**src/rtl/regfile_sb.sv**
```systemverilog
// Two-read/one-write register file with a per-register scoreboard.
// Reads are registered, bypass a same-cycle write, and flag reads of locked registers.
module regfile_sb #(
    parameter  int DATA_W   = 8,
    parameter  int NUM_REGS = 4,
    localparam int SEL_W    = $clog2(NUM_REGS)
) (
    input  logic                clk,
    input  logic                reset_,
    input  logic [SEL_W-1:0]    rd_sel_0,
    input  logic                rd_en_0,
    input  logic [SEL_W-1:0]    rd_sel_1,
    input  logic                rd_en_1,
    input  logic [SEL_W-1:0]    wr_sel,
    input  logic                wr_en,
    input  logic [DATA_W-1:0]   wr_data,
    input  logic [SEL_W-1:0]    lock_sel,
    input  logic                lock_en,
    output logic [DATA_W-1:0]   rd_data_0,
    output logic [DATA_W-1:0]   rd_data_1,
    output logic                rd_busy_0,
    output logic                rd_busy_1,
    output logic [NUM_REGS-1:0] busy_vec
);

    logic [NUM_REGS-1:0][DATA_W-1:0] regs_q, regs_d;
    logic [NUM_REGS-1:0]             busy_q, busy_d;
    logic [1:0][DATA_W-1:0]          rd_data_q, rd_data_d;
    logic [1:0]                      rd_busy_q, rd_busy_d;
    logic [1:0][SEL_W-1:0]           rd_sel;
    logic [1:0]                      rd_en;

    assign rd_sel = {rd_sel_1, rd_sel_0};
    assign rd_en  = {rd_en_1, rd_en_0};

    always_comb begin
        regs_d = regs_q;
        busy_d = busy_q;
        if (wr_en) begin
            regs_d[wr_sel] = wr_data;
            busy_d[wr_sel] = 1'b0;
        end
        // Applied after the clear so a new lock on the written register wins.
        if (lock_en)
            busy_d[lock_sel] = 1'b1;
    end

    always_comb begin
        rd_data_d = '0;
        rd_busy_d = '0;
        for (int p = 0; p < 2; p++) begin
            if (rd_en[p]) begin
                if (wr_en && (wr_sel == rd_sel[p]))
                    rd_data_d[p] = wr_data;
                else
                    rd_data_d[p] = regs_q[rd_sel[p]];
                // Pre-edge scoreboard: a same-cycle lock does not flag this read.
                rd_busy_d[p] = busy_q[rd_sel[p]] && !(wr_en && (wr_sel == rd_sel[p]));
            end
        end
    end

    always_ff @(posedge clk) begin
        if (!reset_) begin
            regs_q    <= '0;
            busy_q    <= '0;
            rd_data_q <= '0;
            rd_busy_q <= '0;
        end else begin
            regs_q    <= regs_d;
            busy_q    <= busy_d;
            rd_data_q <= rd_data_d;
            rd_busy_q <= rd_busy_d;
        end
    end

    assign rd_data_0 = rd_data_q[0];
    assign rd_data_1 = rd_data_q[1];
    assign rd_busy_0 = rd_busy_q[0];
    assign rd_busy_1 = rd_busy_q[1];
    assign busy_vec  = busy_q;

endmodule

```
**config.mk**
```make
export PLATFORM = sky130hd
export DESIGN_NAME = regfile_sb
export DESIGN_NICKNAME = d
export VERILOG_FILES = /design/src/rtl/regfile_sb.sv
export SDC_FILE = /design/constraint.sdc
export NUM_CORES = 1
export LEC_CHECK = 0
export ABC_CLOCK_PERIOD_IN_PS = 2850
export CAP_MARGIN = 10
export CORE_ASPECT_RATIO = 1.5
export CORE_MARGIN = 3
export CORE_UTILIZATION = 55
export CTS_CLUSTER_SIZE = 14
export DETAILED_ROUTE_END_ITERATION = 7
export PLACE_DENSITY = 0.81
export SLEW_MARGIN = 15
export SYNTH_ARGS = -nofsm -noshare
export SYNTH_HDL_FRONTEND = slang
export SYNTH_SLANG_ARGS = --single-unit
```
**constraint.sdc**
```tcl
create_clock -name clk -period 2.85 [get_ports clk]
set_clock_uncertainty 0.15 [all_clocks]
set_input_delay 0.4275 -clock clk [delete_from_list [all_inputs] [get_ports clk]]
set_output_delay 0.4275 -clock clk [all_outputs]
set_load 0.03 [all_outputs]
```
== Word-level counts from Yosys, hierarchy flattened ==
Cells that the tools add are included.

* Output and inout bits: 22
* Register bits: 54
* Word-level logic and storage cells: 49
* Input bits: 22

* Reductions and logical operators: 10
* Multiplexer cells: 19
* Equality and inequality tests: 2
* Order comparisons: 6
* Bitwise logic cells: 3

{| class="wikitable"
|+ Operators by type and width
! cell !! number
|-
| 8-bit 2-to-1 mux || 5
|-
| 8-bit binary-select mux with 2-bit select || 2
|-
| 32-bit bitwise mux || 1
|-
| 8-bit demux with 2-bit select || 1
|-
| 2-bit by 3-bit less-than comparator with 1-bit output, second input constant || 4
|-
| 4-bit 2-to-1 mux || 2
|-
| 1-bit logical AND || 6
|-
| 4-bit bitwise AND || 1
|-
| 1-bit binary-select mux with 2-bit select || 2
|-
| 1-bit demux with 2-bit select || 2
|-
| 2-bit == test || 2
|-
| 2-bit by 1-bit greater-or-equal comparator with 1-bit output, second input constant || 2
|-
| 1-bit 2-to-1 mux || 4
|-
| 4-bit inverter || 1
|-
| 4-bit OR || 1
|-
| 2-bit AND reduction || 2
|-
| 1-bit zero test || 2
|}

== Longest topological paths before layout ==
Gate-level depths: netlist of the first run.

* Word-level depth: 9
* Gate-level depth with buffers: 5

== Worst setup path before layout of the first run ==
No wires, ideal clock.

* Kind: input-to-reg
* Start point: input rd_sel_0[0]
* End point: register rd_data_q, in the netlist rd_data_0[0]
* Path slack: 1.325 ns
* Data arrival time: 1.249 ns
* Stages: 4
* Buffers on the path: 1
* Required time: 2.574 ns
* Path through: buf_6 -> mux4_2 -> o31ai_1 -> a21oi_1

* Word-level cells in the longest chain between the ends: 3

{| class="wikitable"
|+ RTL lines
! item !! RTL line !! source
|-
| from (decl) || 10 || <nowiki>input logic [SEL_W-1:0] rd_sel_0,</nowiki>
|-
| 8-bit binary-select mux with 2-bit select or 2-bit == test (tied branches) || 56, 53 ||
|-
| 8-bit 2-to-1 mux (not written as such) or 1-bit logical AND (tied branches) || 56, 53 ||
|-
| 8-bit 2-to-1 mux * || 53 || <nowiki>if (wr_en && (wr_sel == rd_sel[p]))</nowiki>
|-
| to (signal assigned) || 72 || <nowiki>rd_data_q <= rd_data_d;</nowiki>
|-
| to (decl) || 28 || <nowiki>logic [1:0][DATA_W-1:0] rd_data_q, rd_data_d;</nowiki>
|}

Every way passes the cells marked *; elsewhere a longest branch is shown, timed or not. The select of a mux whose other input is x is not followed.
A chain may end at the register's enable or synchronous reset.

== Final worst setup path of the first run ==
* Start point: input rd_sel_0[0]
* End point: register rd_data_q, in the netlist rd_data_0[4]

Same word-level chain as after synthesis.

==> results of run 1 <==
==> critical path: cells and delay by family <==
kind            cells  cell delay, ns
compound gates      2            0.22
buf+inv             2            0.95
mux                 1            0.51
==> logic make-up (layout without fill, tap and decap cells) <==
| kind of cell | after synthesis | after routing | share of synthesized area |
|---|---|---|---|
| and+or+nand+nor | 71 | 71 | 0.147 |
| DFF | 54 | 54 | 0.395 |
| AOI/OAI and AO/OA | 46 | 46 | 0.112 |
| muxes | 42 | 42 | 0.238 |
| buffers and inverters | 19 | 62 | 0.0484 |
| xor gates and xnor gates | 8 | 8 | 0.0598 |
==> per-stage QoR <==
step,worst slack (ns),power (mW),hold WS [ns]
5_1_grt,0.686,1.54,0.371
2_1_floorplan,1.32,0.985,0.299
3_3_place_gp,0.530,1.07,0.312
4_1_cts,0.798,1.48,0.337
6_report,0.780,1.48,0.339
3_5_place_dp,0.505,1.08,0.324
==> placed cells by master, fill, tap and decap left out <==
cell type / netlist / layout
nand3b_1: 3 / 3
clkbuf_1: 4 / 1
dfxtp_1: 54 / 54
inv_2: 1 / 1
clkdlybuf4s50_1: 0 / 43
nand4_1: 16 / 16
nor3b_2: 1 / 1
o21a_1: 1 / 1
mux2i_1: 24 / 24
mux4_2: 16 / 16
xor2_2: 1 / 1
xnor2_2: 4 / 4
nor2_1: 2 / 2
clkinvlp_4: 0 / 1
inv_1: 1 / 1
a21oi_1: 16 / 16
buf_4: 5 / 10
clkbuf_8: 0 / 5
nand2_1: 19 / 19
a21boi_0: 9 / 9
o31ai_1: 18 / 18
a32oi_1: 2 / 2
nor2b_1: 27 / 27
nand3_1: 1 / 1
and3_1: 1 / 1
mux4_1: 2 / 2
xor2_4: 3 / 3
nor3b_1: 1 / 1
==> per-layer routing <==
| metal | track usage | vias to the layer above | share of wire |
|---|---|---|---|
| li1 | - | 981 | - |
| met1 | 0.293 | 1005 | 0.40 |
| met2 | 0.406 | 89 | 0.52 |
| met3 | 0.0340 | 15 | 0.059 |
| met4 | 0.105 | 0 | 0.023 |
| met5 | 0 | - | 0 |
==> power by group through the flow <==
stage	clock network (mW)	logic (mW)	registers [mW]
final	0.412	0.269	0.795
after global placement	0	0.262	0.810
after CTS	0.418	0.268	0.794
after detailed placement	0	0.267	0.812
after floorplan	0	0.160	0.825
after global routing	0.451	0.290	0.798
==> cell type report <==
| cell class | instances | area share |
|---|---|---|
| Sequential cell | 54 | 0.330 |
| Multi-Input combinational cell | 167 | 0.465 |
| Tap cell | 64 | 0.0244 |
| Clock inverter | 1 | 0.00229 |
| Timing Repair Buffer | 53 | 0.154 |
| Inverter | 2 | 0.00229 |
| Clock buffer | 6 | 0.0221 |
==> registers in the layout (all words and copies together) (netlist names) <==
signal / count
rd_busy_q: 2
rd_data_0: 8
rd_data_1: 8
regs_q: 32
busy_vec: 4
==> path summary, 6_finish.rpt <==
check,start,end,slack [ns],cells past startpoint
hold reg to reg,regs_q[28],regs_q[28],0.34,2
hold / removal,regs_q[28],regs_q[28],0.34,2
setup reg to reg,regs_q[14],rd_data_0[6],1.52,3
setup / recovery,rd_sel_0[0],rd_data_0[4],0.78,5
==> reports/results.tsv, run 1 <==
stage	metric	value	unit
critical_path	crit end category	flip-flop	
grt	pin count of the biggest net entering global routing	21	
critical_path	CP max stage delay	0.70	ns
critical_path	CP startpoint kind	input port	
sta	Max Fclk	483	MHz
logic_synthesis	syn nets	262	
logic_synthesis	sequential area share after synthesis	0.395	
power_and_ir_drop	leak pwr	1.19	nW
worst_hold_path	worst hold path class	flip-flop to flip-flop	
clocking	CTS tree	built	
logic_synthesis	commonest register cell after synthesis	dfxtp_1	
sta	Slew Limit Fails	0	
grt	first-pass GRT wire length	10800	µm
cells_and_area	# fillers	390	
placement	HPWL Detailed	4530	µm
sta	RSZ-0062 raised after global routing	no	
cells_and_area	P&R area growth vs syn	19.7	%
critical_path	Worst Setup Path Type	input port to flip-flop	
power_and_ir_drop	Sw Ratio	0.275	
floorplanning	die area	5880	µm²
floorplanning	height of the die	92.4	µm
cells_and_area	post-layout util	0.705	
floorplanning	Die X-Extent	63.6	µm
sta	Final period util	0.726	
grt	initial antenna violation count	0	
sta	# setup viols final	0	
placement	input/output buffers	43	
detailed_routing	ANT nets after route	0	
critical_path	CP cell instances	clkdlybuf4s50_1, buf_4, mux4_2, o31ai_1, a21oi_1	
clocking	post-CTS setup buffers	0	
logic_synthesis	asr flop ratio synth	0	
cells_and_area	Reg area	1080	µm²
cells_and_area	Antenna diodes	0	
sta	Final Hold Vio Count	0	
power_and_ir_drop	clock power share	0.279	
detailed_routing	routed wire length	6300	µm
detailed_routing	DRC Markers	0	
grt	total track usage	0.237	
logic_synthesis	syn avg cell area	11.4	µm²
logic_synthesis	Area contributors post-synth	dfxtp_1, mux4_2, mux2i_1	
power_and_ir_drop	Seq pwr share	0.538	
power_and_ir_drop	internal power	1.07	mW
logic_synthesis	count leader, synth	dfxtp_1	
critical_path	worst path arrival time	2.10	ns
clocking	H-Tree Depth	2	
cells_and_area	fin cells	347	
logic_synthesis	Mapped Area	2740	µm²
detailed_routing	vias per inst	6.02	
clocking	root buffer cell	clkbuf_8	
flow_run	Max-Cap Viols	0	
sta	slew margin rel.	0.514	
sta	setup_tns	0	ns
floorplanning	Core Region	4650	µm²
cells_and_area	share of cells above drive strength 1	0.148	
cells_and_area	nets	305	
logic_synthesis	Unique masters post-synth	29	
power_and_ir_drop	part of the power in combinational logic	0.182	
detailed_routing	WL/cell	18.2	µm
logic_synthesis	Synth area leader	dfxtp_1	
logic_synthesis	Synth Warn #	0	
placement	Inst Count DP	340	
placement	dpl cell area	3200	µm²
cells_and_area	design area	3280	µm²
floorplanning	initial core utilization	0.589	
power_and_ir_drop	peak supply drop	299	µV
logic_synthesis	most common library cells after synthesis	dfxtp_1, nor2b_1, mux2i_1	
critical_path	Worst path slowest cell	clkdlybuf4s50_1	
placement	gpl congestion	0.827	
detailed_routing	Iter 0 DRT Violations	142	
run_status	status	finished, final reports clean	
sta	shortest period the worst path allows	2.07	ns
critical_path	worst-path fanout max	6	
clocking	CTS buffer count	5	
logic_synthesis	area share of the largest cell type after synthesis	0.395	
logic_synthesis	Seq cells post-synth	54	
grt	Overflow after GRT	0	
clocking	# hold bufs at CTS	0	
logic_synthesis	Post-synth EDFFs	0	
floorplanning	I/O Pins	44	
detailed_routing	1st-pass router iterations	4	
clocking	worst skew pair latency	0.30	ns
grt	vias in the first global route	2118	
clocking	post-CTS resize count	0	
clocking	clk buf depth	2	
cells_and_area	multi-input logic area	1530	µm²
logic_synthesis	Cells after Synth	240	
sta	Worst-Margin Slew	0.727	ns
power_and_ir_drop	power density over the cells	450	nW/µm²
detailed_routing	Via Count	2090	
clocking	CTS sink cnt	54	
power_and_ir_drop	P_sw	0.406	mW
clocking	Clock Pin Slew Worst Setup and Hold Paths	0.09	ns
critical_path	CP required	2.88	ns
floorplanning	std cell rows	30	
Power figures use the tool's default switching activity.
==> inputs of run 2 (changes only) <==
ABC_CLOCK_PERIOD_IN_PS = 1660   (was 2850)
CORE_UTILIZATION = 48   (was 55)
PLACE_DENSITY = 0.75   (was 0.81)
clock period = 1.66 ns   (was 2.85 ns; I/O delays follow)
==> reports/results.tsv, run 2 (synthesized netlist as in run 1, its figures left out) <==
stage	metric	value	unit
cells_and_area	P&R area growth vs syn	26.8	%
clocking	Clock Pin Slew Worst Setup and Hold Paths	0.09	ns
critical_path	worst path arrival time	1.63	ns
clocking	CTS tree	built	
clocking	post-CTS setup buffers	0	
cells_and_area	nets	318	
floorplanning	std cell rows	33	
sta	Final Hold Vio Count	0	
critical_path	CP startpoint kind	input port	
critical_path	Top delay family on crit path	buffers and inverters	
clocking	CTS sink cnt	54	
clocking	# hold bufs at CTS	0	
sta	shortest period the worst path allows	1.60	ns
clocking	H-Tree Depth	2	
critical_path	Worst Setup Path Type	input port to flip-flop	
sta	Slew Limit Fails	0	
detailed_routing	DRC Markers	0	
detailed_routing	vias per inst	5.70	
cells_and_area	most frequent cells in the layout	dfxtp_1, nor2b_1, mux2i_1	
detailed_routing	ANT nets after route	0	
critical_path	CP max stage delay	0.44	ns
worst_hold_path	worst hold path class	flip-flop to flip-flop	
power_and_ir_drop	power density over the cells	737	nW/µm²
sta	Worst Setup Slack, final	0.0577	ns
sta	slew margin rel.	0.705	
sta	Worst-Margin Slew	0.440	ns
floorplanning	Die X-Extent	67.7	µm
cells_and_area	Reg area	1080	µm²
cells_and_area	share of cells above drive strength 1	0.189	
sta	hold_ws	0.340	ns
cells_and_area	Top reg by flops	regs_q	
cells_and_area	max reg flops	32	
sta	Max Fclk	624	MHz
grt	vias in the first global route	2101	
sta	# setup viols final	0	
sta	RSZ-0062 raised after global routing	yes	
cells_and_area	multi-input logic area	1550	µm²
floorplanning	initial core utilization	0.499	
floorplanning	height of the die	98.5	µm
grt	total track usage	0.198	
grt	first-pass GRT wire length	10100	µm
cells_and_area	Antenna diodes	0	
clocking	worst skew pair latency	0.30	ns
critical_path	Worst path slowest cell	clkdlybuf4s50_1	
sta	Final period util	0.965	
placement	input/output buffers	43	
critical_path	WP buf/inv	3	
floorplanning	die area	6670	µm²
detailed_routing	1st-pass router iterations	4	
floorplanning	I/O Pins	44	
grt	initial antenna violation count	0	
clocking	CTS buffer count	5	
placement	pre-CTS setup slack	-0.272	ns
grt	Overflow after GRT	0	
placement	gpl congestion	0.848	
placement	HPWL Detailed	4460	µm
clocking	clk buf depth	2	
flow_run	Max-Cap Viols	0	
detailed_routing	WL/cell	16.8	µm
critical_path	worst-path fanout max	10	
detailed_routing	Iter 0 DRT Violations	213	
power_and_ir_drop	leak pwr	1.42	nW
detailed_routing	Via Count	2085	
cells_and_area	# fillers	458	
cells_and_area	commonest non-fill, non-tap cell in the layout	dfxtp_1	
power_and_ir_drop	peak supply drop	598	µV
critical_path	crit end category	flip-flop	
floorplanning	Core Region	5490	µm²
clocking	root buffer cell	clkbuf_8	
critical_path	CP required	1.69	ns
critical_path	CP cell instances	clkdlybuf4s50_1, buf_12, buf_4, xor2_4, o31ai_1, a21oi_1	
grt	pin count of the biggest net entering global routing	19	
run_status	status	finished, final reports clean	
detailed_routing	routed wire length	6150	µm
## run 2: timing repair
item / 4_1_cts / 5_1_grt
gates resized for setup: 19 / 6
endpoints found under the setup margin: 19 / 18
pin swaps: 0 / 0
## run 2: layout make-up
class                           count  share of cell area
Multi-Input combinational cell    167               0.445
Sequential cell                    54               0.311
Timing Repair Buffer               66               0.194
Tap cell                           70              0.0252
Clock buffer                        6              0.0209
Clock inverter                      1             0.00216
Inverter                            2             0.00216
## run 2: final timing paths
path              depth (start not counted)      endpoint   startpoint  slack, ns
hold reg to reg                           2    regs_q[26]   regs_q[26]       0.34
setup reg to reg                          3  rd_data_0[6]   regs_q[22]       0.37
setup / recovery                          6  rd_data_0[3]  rd_sel_0[0]       0.06
hold / removal                            2    regs_q[26]   regs_q[26]       0.34
## run 2: where the power goes
part | total, mW | switching, mW | internal [mW]
logic | 0.511 | 0.264 | 0.247
registers | 1.36 | 0.0271 | 1.34
clock network | 0.688 | 0.398 | 0.290
total | 2.56 | 0.689 | 1.87
## run 2: metal layers
metal | global-route usage | share of wire
met5 | 0 | 0
met4 | 0.0813 | 0.021
met3 | 0.0376 | 0.060
met2 | 0.327 | 0.51
met1 | 0.247 | 0.40
## run 2: metrics by stage
step | power (mW) | cells | utilization | TNS, ns | area (µm²)
floorplan | 1.69 | 240 | - | 0 | 2740
global placement | 1.89 | 359 | 0.618 | -6.96 | 3390
detailed placement | 1.90 | 359 | 0.618 | -7.85 | 3390
CTS | 2.56 | 366 | 0.628 | 0 | 3450
global route | 2.65 | 366 | 0.633 | -0.0549 | 3480
finish | 2.56 | 366 | 0.633 | 0 | 3480
## run 2: worst reg2reg max path, delay by kind of cell, from the launching register on
family         cells  cell delay [ns]
AO/OA/AOI/OAI      2             0.19
flip-flops         1             0.35
multiplexers       1             0.48
